[config.mk]
export PLATFORM = sky130hd
export DESIGN_NAME = nervous_signal_generator
export DESIGN_NICKNAME = d
export VERILOG_FILES = /design/src/rtl/nervous_pkg.sv /design/src/rtl/nervous_signal_generator_lfsr.sv /design/src/rtl/nervous_signal_generator.sv
export SDC_FILE = /design/constraint.sdc
export NUM_CORES = 1
export LEC_CHECK = 0
export BUFFER_PORTS_ARGS = -buffer_cell sky130_fd_sc_hd__buf_2
export CORE_ASPECT_RATIO = 1.2
export CORE_MARGIN = 8
export CORE_UTILIZATION = 52
export DETAILED_ROUTE_END_ITERATION = 10
export GPL_ROUTABILITY_DRIVEN = 0
export PLACE_DENSITY = 0.74
export SETUP_SLACK_MARGIN = 0.5
export SLEW_MARGIN = 0
export SYNTH_ARGS = -nofsm -noshare
export SYNTH_HDL_FRONTEND = slang
export SYNTH_SLANG_ARGS = --single-unit
[constraint.sdc]
create_clock -name clock -period 1.85 [get_ports clock]
set_input_delay 0.37 -clock clock [delete_from_list [all_inputs] [get_ports clock]]
set_output_delay 0.37 -clock clock [all_outputs]
set_load 0.1 [all_outputs]
[src/rtl/nervous_pkg.sv]
`default_nettype none
// ============================================================================
//  Module   : nervous_pkg
//  Purpose  : Shared types and constants for the nerve-signal generator and
//             the NervousShockDetector that consumes its serial stream.
//  Contents : gen_state_t        generator FSM state encoding
//             NERVOUS_IDLE_LEVEL level driven on the line when no frame runs
//             NERVOUS_LFSR_SEED  seed of the noise LFSR
//             lfsr8_step         one step of the 8-bit Fibonacci LFSR
//  Revision : 1.0  initial release
// ============================================================================
package nervous_pkg;

  typedef enum logic [1:0] {
    GEN_IDLE   = 2'd0,
    GEN_SEND   = 2'd1,
    GEN_FINISH = 2'd2
  } gen_state_t;

  localparam logic       NERVOUS_IDLE_LEVEL = 1'b0;
  localparam logic [7:0] NERVOUS_LFSR_SEED  = 8'hA5;

  // Fibonacci LFSR, taps 8,6,5,4 (bit 7 is tap 8); feedback enters at bit 0.
  function automatic logic [7:0] lfsr8_step(input logic [7:0] s);
    return {s[6:0], s[7] ^ s[5] ^ s[4] ^ s[3]};
  endfunction

endpackage : nervous_pkg
`default_nettype wire

[src/rtl/nervous_signal_generator_lfsr.sv]
`default_nettype none
// ============================================================================
//  Module   : nervous_lfsr8
//  Purpose  : Noise source for the generator. An 8-bit Fibonacci LFSR seeded
//             on reset that steps once per bit period when told to. It flags
//             a spike (bit inversion) whenever bits [7:5] are all zero.
//  Ports    : clock      in  system clock
//             reset      in  asynchronous active-high reset (reseeds)
//             advance    in  step the LFSR on this edge
//             spike_now  out inversion flag for the current LFSR value
//             spike_next out inversion flag for the value after one step
//  Revision : 1.0  initial release
// ============================================================================
module nervous_lfsr8
  import nervous_pkg::*;
(
  input  logic clock,
  input  logic reset,
  input  logic advance,
  output logic spike_now,
  output logic spike_next
);

  logic [7:0] r_lfsr;
  logic [7:0] w_lfsr_next;

  assign w_lfsr_next = lfsr8_step(r_lfsr);

  always_ff @(posedge clock or posedge reset) begin
    if (reset)        r_lfsr <= NERVOUS_LFSR_SEED;
    else if (advance) r_lfsr <= w_lfsr_next;
  end

  assign spike_now  = (r_lfsr[7:5]      == 3'b000);
  assign spike_next = (w_lfsr_next[7:5] == 3'b000);

endmodule : nervous_lfsr8
`default_nettype wire

[src/rtl/nervous_signal_generator.sv]
`default_nettype none
// ============================================================================
//  Module   : nervous_signal_generator
//  Purpose  : Bit-serial nerve-signal source. Captures a pattern word on an
//             accepted start and shifts it out MSB-first, each bit held for
//             BIT_CYCLES clocks, repeating the pass repeat_cnt extra times.
//  Params   : W           pattern width (2..16)
//             BIT_CYCLES  clocks per bit (>=1)
//  Ports    : clock, reset (async, active-high)
//             start/pattern/length/repeat_cnt  request and its arguments
//             ready      idle, start will be accepted
//             serialout  serial line to the detector inputdata
//             active     frame on the line
//             done       one-cycle pulse after the last bit period
//  Macro    : NERVOUS_GEN_NOISE_EN adds LFSR spike injection (nervous_lfsr8).
//  Revision : 1.0  initial release
// ============================================================================
module nervous_signal_generator
  import nervous_pkg::*;
#(
  parameter int W          = 8,
  parameter int BIT_CYCLES = 10
) (
  input  logic                   clock,
  input  logic                   reset,
  input  logic                   start,
  input  logic [W-1:0]           pattern,
  input  logic [$clog2(W):0]     length,
  input  logic [7:0]             repeat_cnt,
  output logic                   ready,
  output logic                   serialout,
  output logic                   active,
  output logic                   done
);

  localparam int LW = $clog2(W) + 1;
  localparam int PW = $clog2(BIT_CYCLES + 1);
  localparam logic [LW-1:0] c_full_len   = LW'(W);
  localparam logic [PW-1:0] c_period_max = PW'(BIT_CYCLES - 1);

  gen_state_t    r_state, w_state;
  logic [W-1:0]  r_shift, w_shift;
  logic [W-1:0]  r_pattern, w_pattern;
  logic [LW-1:0] r_len, w_len;
  logic [LW-1:0] r_bitcnt, w_bitcnt;
  logic [7:0]    r_passcnt, w_passcnt;
  logic [PW-1:0] r_period, w_period;
  logic          r_serial, w_serial;
  logic          r_active, w_active;
  logic          r_ready, w_ready;
  logic          r_done, w_done;

  logic [LW-1:0] w_len_in;
  logic          w_period_end;
  logic          w_adv;
  logic          w_noise_now;
  logic          w_noise_next;

`ifdef NERVOUS_GEN_NOISE_EN
  nervous_lfsr8 u_lfsr (
    .clock      (clock),
    .reset      (reset),
    .advance    (w_adv),
    .spike_now  (w_noise_now),
    .spike_next (w_noise_next)
  );
`else
  assign w_noise_now  = 1'b0;
  assign w_noise_next = 1'b0;
`endif

  // Out-of-range lengths collapse to a full-width pass.
  assign w_len_in     = ((length == '0) || (length > c_full_len)) ? c_full_len : length;
  assign w_period_end = (r_period == c_period_max);

  always_ff @(posedge clock or posedge reset) begin
    if (reset) begin
      r_state   <= GEN_IDLE;
      r_shift   <= '0;
      r_pattern <= '0;
      r_len     <= '0;
      r_bitcnt  <= '0;
      r_passcnt <= '0;
      r_period  <= '0;
      r_serial  <= NERVOUS_IDLE_LEVEL;
      r_active  <= 1'b0;
      r_ready   <= 1'b1;
      r_done    <= 1'b0;
    end else begin
      r_state   <= w_state;
      r_shift   <= w_shift;
      r_pattern <= w_pattern;
      r_len     <= w_len;
      r_bitcnt  <= w_bitcnt;
      r_passcnt <= w_passcnt;
      r_period  <= w_period;
      r_serial  <= w_serial;
      r_active  <= w_active;
      r_ready   <= w_ready;
      r_done    <= w_done;
    end
  end

  // Outputs are computed one cycle ahead and registered, so the line level
  // for the next cycle is derived from the next shift-register MSB.
  always_comb begin
    w_state   = r_state;
    w_shift   = r_shift;
    w_pattern = r_pattern;
    w_len     = r_len;
    w_bitcnt  = r_bitcnt;
    w_passcnt = r_passcnt;
    w_period  = r_period;
    w_serial  = NERVOUS_IDLE_LEVEL;
    w_active  = 1'b0;
    w_ready   = 1'b0;
    w_done    = 1'b0;
    w_adv     = 1'b0;

    unique case (r_state)
      GEN_IDLE: begin
        w_ready = 1'b1;
        if (start) begin
          w_state   = GEN_SEND;
          w_shift   = pattern;
          w_pattern = pattern;
          w_len     = w_len_in;
          w_bitcnt  = '0;
          w_passcnt = repeat_cnt;
          w_period  = '0;
          w_active  = 1'b1;
          w_ready   = 1'b0;
          w_serial  = pattern[W-1] ^ w_noise_now;
        end
      end

      GEN_SEND: begin
        w_active = 1'b1;
        w_serial = r_serial;
        if (!w_period_end) begin
          w_period = r_period + 1'b1;
        end else begin
          w_period = '0;
          w_adv    = 1'b1;
          if ((r_bitcnt + 1'b1) == r_len) begin
            if (r_passcnt != 8'd0) begin
              // Next pass starts with no gap from the latched pattern.
              w_shift   = r_pattern;
              w_bitcnt  = '0;
              w_passcnt = r_passcnt - 8'd1;
              w_serial  = r_pattern[W-1] ^ w_noise_next;
            end else begin
              w_state  = GEN_FINISH;
              w_active = 1'b0;
              w_serial = NERVOUS_IDLE_LEVEL;
              w_done   = 1'b1;
            end
          end else begin
            w_shift  = r_shift << 1;
            w_bitcnt = r_bitcnt + 1'b1;
            w_serial = r_shift[W-2] ^ w_noise_next;
          end
        end
      end

      GEN_FINISH: begin
        w_state = GEN_IDLE;
        w_ready = 1'b1;
      end

      default: begin
        w_state = GEN_IDLE;
        w_ready = 1'b1;
      end
    endcase
  end

  assign ready     = r_ready;
  assign serialout = r_serial;
  assign active    = r_active;
  assign done      = r_done;

endmodule : nervous_signal_generator
`default_nettype wire

Word-level counts from Yosys, hierarchy flattened
Cells that the tools add are included.
W data, S select, Z words.
Operators by class
  add/subtract/negate cells: 3
  multiply operators: 0
  divide/modulo/power cells: 0
  order comparisons: 1
  equal/unequal tests: 9
  shifts and indexed selects: 0
  mux-type cells: 39
  bitwise operators: 0
  reduce and logical (&&, ||, !) cells: 10
Operators with widths (count)
  $mux W8: 4
  $mux W7: 4
  $mux W4: 6
  $pmux W4 S2: 2
  $pmux W8 S2: 1
  $pmux W7 S2: 1
  $mux W1: 13
  $ne A2 B2 Y1 const B: 5
  $add A4 B1 Y4 const B: 2
  $mux W2: 4
  $reduce_and A4 Y1: 2
  $reduce_bool A8 Y1: 1
  $sub A8 B1 Y8 const B: 1
  $pmux W1 S2: 3
  $reduce_and A5 Y1: 1
  $eq A4 B4 Y1: 1
  $eq A4 B4 Y1 const B: 1
  $gt A4 B4 Y1 const B: 1
  $logic_not A4 Y1: 1
  $pmux W2 S2: 1
  $reduce_and A2 Y1: 2
  $ne A3 B3 Y1 const B: 1
  $eq A2 B1 Y1 const B: 1
  $logic_not A2 Y1: 1
  2 further kinds: 2
Storage, ports and cells
  register bits after elaboration: 41
  latch bits: 0
  RAM bits: 0
  bits in read-only memories: 0
  input bits: 23
  output and inout bits: 4
  memories: 0

Logic depth before layout (Yosys ltp)
  word-level depth: 5
  gate-level depth with buffers: 8
  mapped depth without buffers: 7

Worst setup path after synthesis
No wires, ideal clock.
  path kind: register to register
  from: register r_bitcnt[0]
  to: register r_passcnt[4]
  setup time: 121 ps
  arrival time: 1934 ps
  data required time: 1729 ps
  slack: -205 ps
  cell stages (with the launch flop): 7
  buffers on the path: 0
  clock period less this slack: 2055 ps
  cell sequence: dfrtp_1 > ha_1 > xnor3_1 > nand3_2 > or4_4 > o22a_1 > o22a_1
Between the ends
  cells in the longest elaborated chain, start to end: 4
Ends and longest elaborated chain
  from (decl): line nervous_signal_generator.sv:45  | logic [LW-1:0] r_bitcnt, w_bitcnt;
  from (signal assigned): line nervous_signal_generator.sv:94  | r_bitcnt <= w_bitcnt;
  $add A4 B1 Y4: line nervous_signal_generator.sv:145  | if ((r_bitcnt + 1'b1) == r_len) begin
  $eq A4 B4 Y1: line nervous_signal_generator.sv:145
  $ne A2 B2 Y1 (no source line)
  $reduce_and A5 Y1 (no source line)
  to (signal assigned): line nervous_signal_generator.sv:95  | r_passcnt <= w_passcnt;
  to (decl): line nervous_signal_generator.sv:46  | logic [7:0] r_passcnt, w_passcnt;
Every way passes these cells.
A chain may end at the register's enable or synchronous reset.

Worst setup path in the final report
  from: register r_bitcnt[1]
  to: register r_passcnt[4]
The elaborated chain is that of the path after synthesis.

==> impl_metrics.tcl <==
set metrics [dict create \
    status "finished with violations" \
    violations "negative setup slack" \
    area_growth_syn_to_layout_pct 39.44 \
    dp.cells 330 \
    numPortBuffers 26 \
    synth_edf_count 0 \
    layout.cells.non_filler 350 \
    timing.hold.ws_ps 115.4 \
    finalNetCount 323 \
    setup_violations 3 \
    drtIter0Drc 182 \
    fin_crit_ps 1959 \
    r2r_slack_ps -110 \
    slew_violations 0 \
    worst_slew_margin_rel 0.6167 \
    ant_nets 0 \
    power.density_mw_per_mm2 1211 \
    n_fill_cell 283 \
    regArea_mm2 0.001030 \
    hold_buffers 0 \
    track_usage 0.1664 \
    ctsRootBufferMaster "clkbuf_8" \
    finClkSkew_ps 7.176 \
    peakVddDrop_mv 0.7297 \
    htree_levels 2 \
    finalHoldViolCount 0 \
    grt_overflow_total 0 \
    rows 25 \
    wl_um 6041 \
    reg2regPathDepth 6 \
    dieArea_mm2 0.006513 \
    cts_sinks 41 \
    wl_per_cell_um 17.26 \
    synth_cell_types 46 \
    rr_endpoint "r_passcnt[4]" \
    cts_tree "built" \
    core_area_mm2 0.003973 \
    place_worst_setup_slack_ps -13.11 \
    grt_setup_unrepaired "true" \
    p_leak_nw 1.372 \
    critPathMaxStageDelay_ps 460 \
    numCtsBuffers 5 \
    clockBufferDepth 2 \
    arrival_ps 2140 \
    synth_top_flop_cell "dfrtp_1" \
    hpwl_um 3675 \
    path_common_cell "o22a_1" \
    fin_ws_ps -109.3 \
    crit_type "reg2reg" \
    drc_errors 0 \
    vias_per_cell 5.834 \
    ys_seq_elements 41 \
    hp-class "in2async" \
    critPathMaxFanout 4 \
    syn_area_mm2 0.002173 \
    period_share 1.059 \
    grt_pass1_vias 1908 \
    drt_pass1_iterations 4 \
    multiInputGateArea_mm2 0.001308 \
    finalPower_w 0.003669 \
    ys_seq_area_frac 0.4727 \
    syn-num-nets 261 \
    crit_chain "ha_4, xnor3_1, nand3_4, or4_4, o22a_1, o22a_1" \
    die_y_um 86.82 \
    n_antenna_cell 0 \
    vias 2042 \
    yosys_warnings 0 \
    crit_path_start_kind "flop" \
    netlist_instances 233 \
    max_slew.worst_pin.slew_ps 574.3 \
    grt_max_degree 22 \
    crit_slowest_cell "dfrtp_1" \
    die_w_um 75.02 \
    cp-end-kind "flop" \
    clkLatencyLatePin_ps 300 \
    required_ps 2030 \
    ioPinCount 27 \
    path_clk_slew_ps 80 \
    synth_area_per_cell_um2 9.328 \
    async_flop_share 1.000 \
    antenna_found_initial 0 \
    cap_violations 0 \
    fmax_mhz 510.4 \
    drive_gt1_frac 0.3986 \
    grt_pass1_wl_um 8514 \
    rr_startpoint "r_bitcnt[1]" \
    start_util 0.5471 \
]
## synthesized netlist by cell type, drive strengths merged, types with 3 or more instances
library cell	n	area, um2
a21oi	9	48.80
a22oi	3	22.52
a31oi	7	43.79
and3	4	25.02
clkbuf	8	30.03
dfrtp	40	1001
ha	5	62.56
inv	11	41.29
nand2	46	175.2
nand2b	3	18.77
nand3	6	40.04
nand3b	4	30.03
nand4	5	31.28
nor2	10	37.54
nor3	3	20.02
nor4	3	25.02
o21ai	25	125.1
o221ai	6	52.55
o22a	9	78.83
xnor2	3	33.79
## per-layer routing
layer  up-vias  global-route usage  routed length (um)  share of wire
met1       997              0.1871                2416           0.40
met2        69              0.2929                3139           0.52
met5         -                   0                   0              0
li1        960                   -                   -              -
met4         0             0.05357                 172          0.028
met3        16             0.04042                 313          0.052
## power by group
part / switching, W / internal [W]
logic: 0.000872 / 0.000786
clock network: 0.000317 / 0.000405
registers: 0.000179 / 0.00111
## placed cells by master (no fill, tap or decap), drive strengths merged, types with 5 or more instances in the layout
cell type / instances
buf: 64
o221ai: 6
a31oi: 7
nand3: 6
dfrtp: 40
a21oi: 9
inv: 11
o22a: 9
ha: 5
nor2: 10
nand2: 47
clkbuf: 6
nand4: 5
o21ai: 25
## kinds of logic (layout without fill, tap and decap cells)
family / Yosys count / count (layout) / synth area share
and+or+nand+nor: 91 / 92 / 0.2107
xor gates and xnor gates: 6 / 6 / 0.03743
muxes: 3 / 3 / 0.01439
buffers and inverters: 21 / 83 / 0.03800
AOI/OAI and AO/OA: 66 / 66 / 0.1980
DFF: 41 / 41 / 0.4727
adders and majority gates: 5 / 5 / 0.02879
## state kept, by name (all words and copies together), names as in the netlist
name,flops
r_shift,7
r_state,2
active,1
done,1
r_passcnt,8
r_len,4
serialout,1
r_pattern,8
r_period,4
r_bitcnt,4
ready,1
## worst max path at each step
stage,from,endpoint,depth (start not counted)
6_report,r_bitcnt[1],r_passcnt[4],6
5_1_grt,r_bitcnt[0],r_passcnt[4],6
4_1_cts,r_bitcnt[1],r_passcnt[4],6
3_5_place_dp,r_bitcnt[1],r_passcnt[4],6
3_3_place_gp,r_bitcnt[1],r_passcnt[4],6
2_1_floorplan,r_bitcnt[0],r_passcnt[4],6
## final cells by class
type,instances,area share
Multi-Input combinational cell,172,0.4315
Inverter,11,0.01363
Sequential cell,41,0.3398
Tap cell,54,0.02230
Clock inverter,2,0.01280
Clock buffer,6,0.02395
Timing Repair Buffer,64,0.1561
## repair_timing
action,in CTS,in global routing
setup buffers,4,7
gates resized for setup,20,44
endpoints found under the setup margin,31,29
pin swaps,7,17
cloned,0,1
## critical path: cells and delay by family (launching register included)
kind / cells / cell delay, ps
DFF: 1 / 460
xor gates and xnor gates: 1 / 280
and+or+nand+nor: 2 / 560
adders and majority gates: 1 / 200
AOI/OAI and AO/OA: 2 / 350
## metrics by stage
stage                 util  area, um2  TNS [ps]
finish              0.7628       3030    -146.1
global route        0.7628       3030    -605.9
CTS                 0.7046       2799    -3.306
detailed placement  0.6488       2577    -13.11
global placement    0.6488       2577         0
floorplan                -       2218         0
Note: power is estimated with default switching activity, not from simulation.
